--- src/rtl/sele_pkg.sv ---
// sele_pkg: shared types and helpers for the sele_rr_mux streaming selector.
// Optional build macro: SELE_REVERSE_ORDER_EN (fixed-mode sel maps to channel N-1-sel).
package sele_pkg;

  typedef enum logic {
    MODE_FIXED = 1'b0,
    MODE_RR    = 1'b1
  } mode_e;

  // Round-robin pointer successor: the channel after g, wrapping N-1 -> 0.
  function automatic int unsigned rr_next(input int unsigned g, input int unsigned n);
    return (g + 32'd1 >= n) ? 32'd0 : g + 32'd1;
  endfunction

  // Physical channel addressed by a fixed-mode sel; returns n when sel selects nothing.
  function automatic int unsigned chan_map(input int unsigned sel, input int unsigned n);
`ifdef SELE_REVERSE_ORDER_EN
    return (sel < n) ? (n - 32'd1 - sel) : n;
`else
    return (sel < n) ? sel : n;
`endif
  endfunction

endpackage

--- src/rtl/sele_rr_arb.sv ---
// sele_rr_arb: rotating-priority arbiter; grants the first requester at or after ptr.
module sele_rr_arb #(
  parameter  int unsigned N    = 4,
  localparam int unsigned SELW = $clog2(N)
) (
  input  logic [N-1:0]    req,
  input  logic [SELW-1:0] ptr,
  output logic [N-1:0]    grant
);

  logic [N-1:0]   req_rot;
  logic [N-1:0]   grant_rot;
  logic [2*N-1:0] grant_back;

  // Rotate so ptr sits at bit 0, pick the lowest set bit, rotate the pick back.
  always_comb begin
    req_rot    = N'({req, req} >> ptr);
    grant_rot  = '0;
    for (int unsigned j = 0; j < N; j++) begin
      if (req_rot[j] && (grant_rot == '0)) begin
        grant_rot[j] = 1'b1;
      end
    end
    grant_back = {grant_rot, grant_rot} << ptr;
    grant      = grant_back[2*N-1:N];
  end

endmodule

--- src/rtl/sele_rr_mux.sv ---
// sele_rr_mux: N-channel handshaked selector, fixed-select or round-robin,
// with a single registered output word tagged by its source channel.
// Optional build macro: SELE_REVERSE_ORDER_EN (see sele_pkg::chan_map).
module sele_rr_mux
  import sele_pkg::*;
#(
  parameter  int unsigned N     = 4,
  parameter  int unsigned WIDTH = 8,
  localparam int unsigned SELW  = $clog2(N)
) (
  input  logic                 clk,
  input  logic                 rst,
  input  logic                 mode,
  input  logic [SELW-1:0]      sel,
  input  logic [N*WIDTH-1:0]   in_data,
  input  logic [N-1:0]         in_valid,
  output logic [N-1:0]         in_ready,
  output logic [WIDTH-1:0]     out_data,
  output logic [SELW-1:0]      out_chan,
  output logic                 out_valid,
  input  logic                 out_ready
);

  logic [SELW-1:0]  ptr;
  logic [N-1:0]     rr_grant;
  logic [N-1:0]     fix_grant;
  logic [N-1:0]     grant;
  logic             load_c;
  logic             xfer_c;
  logic [SELW-1:0]  g_idx;
  logic [WIDTH-1:0] g_data;
  int unsigned      fix_chan;

  sele_rr_arb #(.N(N)) u_arb (
    .req   (in_valid),
    .ptr   (ptr),
    .grant (rr_grant)
  );

  // Fixed-mode grant: only the mapped channel, and only if it is valid.
  always_comb begin
    fix_chan  = chan_map(32'(sel), N);
    fix_grant = '0;
    for (int unsigned i = 0; i < N; i++) begin
      fix_grant[i] = in_valid[i] && (fix_chan == i);
    end
  end

  // Handshake: accept only when the output register can take a word, never in reset.
  always_comb begin
    grant    = (mode == MODE_RR) ? rr_grant : fix_grant;
    load_c   = ~out_valid | out_ready;
    in_ready = grant & {N{load_c & ~rst}};
    xfer_c   = |(in_ready & in_valid);
  end

  // Encode the granted channel and select its data word.
  always_comb begin
    g_idx  = '0;
    g_data = '0;
    for (int unsigned i = 0; i < N; i++) begin
      if (grant[i]) begin
        g_idx  = SELW'(i);
        g_data = in_data[i*WIDTH +: WIDTH];
      end
    end
  end

  // Output register: capture on transfer, drain when consumed with nothing new.
  always_ff @(posedge clk or posedge rst) begin
    if (rst) begin
      out_valid <= 1'b0;
      out_data  <= '0;
      out_chan  <= '0;
    end else if (load_c) begin
      if (xfer_c) begin
        out_valid <= 1'b1;
        out_data  <= g_data;
        out_chan  <= g_idx;
      end else begin
        out_valid <= 1'b0;
      end
    end
  end

  // Round-robin pointer: advances past the winner on round-robin transfers only.
  always_ff @(posedge clk or posedge rst) begin
    if (rst) begin
      ptr <= '0;
    end else if (xfer_c && (mode == MODE_RR)) begin
      ptr <= SELW'(rr_next(32'(g_idx), N));
    end
  end

endmodule

--- config.mk ---
export PLATFORM = sky130hd
export DESIGN_NAME = sele_rr_mux
export DESIGN_NICKNAME = d
export VERILOG_FILES = /design/src/rtl/sele_pkg.sv /design/src/rtl/sele_rr_arb.sv /design/src/rtl/sele_rr_mux.sv
export SDC_FILE = /design/constraint.sdc
export NUM_CORES = 1
export LEC_CHECK = 0
export ABC_AREA = 0
export BUFFER_PORTS_ARGS = -buffer_cell sky130_fd_sc_hd__clkbuf_2
export CORE_MARGIN = 2
export CORE_UTILIZATION = 35
export CTS_BUF_LIST = sky130_fd_sc_hd__clkbuf_16
export DETAILED_ROUTE_END_ITERATION = 8
export GPL_TIMING_DRIVEN = 0
export PLACE_DENSITY = 0.61
export SLEW_MARGIN = 20
export SYNTH_ARGS = -nofsm -noshare
export SYNTH_HDL_FRONTEND = slang
export SYNTH_SLANG_ARGS = --single-unit
--- constraint.sdc ---
create_clock -name clk -period 2.2 [get_ports clk]
set_input_delay 0.33 -clock clk [delete_from_list [all_inputs] [get_ports clk]]
set_output_delay 0.33 -clock clk [all_outputs]
set_load 0.01 [all_outputs]
==> metrics.txt <==
syn_area_per_cell just over 9 sq um; clock tree root driver cell clkbuf_16; Routed WL between 3 and 4 mm; CTS tree done; FP Rows 20; CP Max Fanout 9; top-area cell type share of the netlist area 30.3%; clock latency on the worst-skew pair about 0.24 ns; Yosys reg bits 13; routability cong. 0.807; Nets 220; Layout area overhead 39.0%; initial antenna violation count 0; H-Tree Depth 1; Slew Viols, Final 0; count of cell types in the netlist 44; number of fill cells 301; outcome finished clean; met1 Track Usage GR 25.3%; grt ovf 0; Reg-to-Reg End out_data[4]; TritonRoute pass-1 iters 4; chip width approximately 59 um; global-route wire length before repair 5.04 mm; multi-input logic area 681 sq um; Via Count ~1200; grt met2 use 30.1%; sequential area share after synthesis 30.3%; critical path endpoint category primary output; Die Span Y 59.4 um; r2r startpoint ptr[0]; drt wl/cell about 15 um; Reg clk slew, reported paths around 0.04 ns; die area 3530 sq um; largest net degree at the start of global routing 15; layout cells sized above 1 ~46%; Vias/cell about 5.6; critical path startpoint category register; worst vdd ir between 0.4 and 0.5 mV; Least-Margin Pin Slew between 0.6 and 0.7 ns; Initial Util 36.1%; vias in the first global route around 1100; placed cell count 204; Lkg Pwr 0.784 nW; Synth Warn # 0; PortBufs 55; GRT met3 Usage about 4.4%; gr busiest metal met2; final std cells w/o fill 210; flop2flop setup slack 0.15 ns; Setup Skew 0.00313 ns; Core Util, Final 50.2%; RSZ-0062 raised after global routing false; Mapped Nets 158; Final Hold Viols 0; dpl ws -0.0423 ns; HP Class input port to asynchronous set/reset pin; Core ar. 2980 sq um; clock buffers created by TritonCTS 3; top post-synthesis cells by area dfrtp_1 30%, mux2_4 7.0%, o21ai_0 6.5%, o2111ai_1 4.9%, inv_1 3.8%; CP required between 1.5 and 2 ns; ANT cells 0; DRC Markers 0; part of the cycle the worst path needs between 90% and 100%; worst setup margin 0.113 ns; Pwr Density 965 nW/um^2; DP HPWL 2.38 mm; Critical Path AT 1.76 ns; Cell Area, Synth 1070 sq um; Slew HR slightly below 60%; CTS Buffer Depth 2; Storage cell area 325 sq um; aggregate global-route resource usage 19.1%; fmax approximately 0.48 GHz; Antenna Violating Nets Remaining 0; CP Class register to primary output; # IOs 57; post-layout min period 2.09 ns; final setup violation count 0; r2r worst-path depth 6; post-synthesis cell count 116; PnR Total Power 1.44 mW; max cap viols 0; post-synth top area cell dfrtp_1; DRT iter0 DRCs 49; clock sinks 13
Yosys cell counts:
| cell type | instances |
|---|---|
| a211o_1 | 1 |
| a211oi_1 | 1 |
| a211oi_2 | 1 |
| a21boi_0 | 3 |
| a21o_1 | 1 |
| a21oi_1 | 1 |
| a22o_2 | 1 |
| a2bb2oi_1 | 1 |
| a32o_2 | 1 |
| a32oi_1 | 1 |
| a41o_1 | 1 |
| and2_1 | 1 |
| and2b_4 | 1 |
| and3b_1 | 1 |
| buf_2 | 2 |
| buf_6 | 2 |
| dfrtp_1 | 13 |
| inv_1 | 11 |
| inv_2 | 1 |
| mux2_1 | 1 |
| mux2_4 | 5 |
| mux2i_1 | 2 |
| nand2_1 | 5 |
| nand2_4 | 1 |
| nand2b_1 | 2 |
| nand3_1 | 6 |
| nand3b_1 | 2 |
| nor2_1 | 9 |
| nor2b_1 | 1 |
| nor3_2 | 1 |
| nor3b_1 | 1 |
| nor4b_4 | 1 |
| o2111a_1 | 1 |
| o2111ai_1 | 6 |
| o21a_1 | 3 |
| o21ai_0 | 14 |
| o21ai_2 | 1 |
| o2bb2ai_1 | 1 |
| o311a_1 | 1 |
| o311a_2 | 2 |
| o31ai_1 | 1 |
| o31ai_4 | 1 |
| o41ai_1 | 2 |
| or2_1 | 1 |
routing by layer:
| metal | part of all wire (%) | vias to the layer above |
|---|---|---|
| met3 | 6.9 | 7 |
| met5 | 0 | - |
| li1 | - | 564 |
| met1 | 47 | 548 |
| met4 | 1.7 | 0 |
| met2 | 45 | 49 |
worst max-delay path, cell delays in order (launching register included):
cell and delay (ns):
dfrtp_1 0.35, buf_2 0.16, nand2b_1 0.18, a211oi_4 0.32
o31ai_4 0.11, buf_4 0.17, nor2_1 0.08, clkbuf_2 0.14
flip-flops by register name (all words and copies together), names as in the netlist:
signal     count
ptr            2
out_valid      1
out_data       8
out_chan       2
final cells by class:
cell class | instances | area share, %
flip-flops and latches | 13 | 21.8
clock inverters | 1 | 0.251
well taps | 33 | 2.76
inverters | 12 | 3.02
multi-input cells | 87 | 45.6
repair buffers | 57 | 19.4
clock buffers | 3 | 5.03
plain buffers | 4 | 2.18
where the power goes:
group | internal [mW] | switching [mW] | total (mW)
Sequential | 0.351 | 0.0685 | 0.420
Combinational | 0.339 | 0.347 | 0.686
Clock | 0.239 | 0.0967 | 0.336
how the worst max path moves through the flow:
stage                     startpoint     endpoint
final                         ptr[1]  in_ready[2]
after global routing          ptr[1]  in_ready[2]
after CTS                     ptr[1]  in_ready[1]
after detailed placement        mode  out_data[3]
after global placement          mode  out_data[3]
after floorplan               ptr[1]  out_data[0]
cell families (layout without fill, tap and decap cells):
kind of cell | count (synthesis) | in the layout | synth area share, %
simple gates | 33 | 33 | 18.6
compound gates | 46 | 46 | 34.0
mux | 8 | 8 | 9.90
flops | 13 | 13 | 30.3
buf+inv | 16 | 77 | 7.22
what timing repair did:
item | in CTS | in global routing
resized for setup | 0 | 2
setup endpoints to repair | 3 | 7
setup buffers | 2 | 0
pin swaps | 1 | 1
hold buffers | 0 | 0
placed cells by master (no fill, tap or decap), drive strengths merged, types with 2 or more instances in the layout:
master / n
inv: 13
clkbuf: 58
dfrtp: 13
o41ai: 2
a211oi: 2
o21ai: 15
nand3b: 2
nand2: 6
buf: 6
mux2i: 2
mux2: 6
nand3: 6
nand2b: 2
nor2: 9
o31ai: 2
o21a: 3
o2111ai: 6
a21boi: 3
o311a: 3
through the flow:
stage                     area, sq um  TNS, ns  hold slack, ns
after floorplan                  1070        0           0.215
after global placement           1390  -0.0529           0.375
after detailed placement         1390   -0.200           0.372
after CTS                        1490        0           0.118
after global routing             1490        0           0.142
final                            1490        0          0.0945
Note: power is estimated with default switching activity, not from simulation.
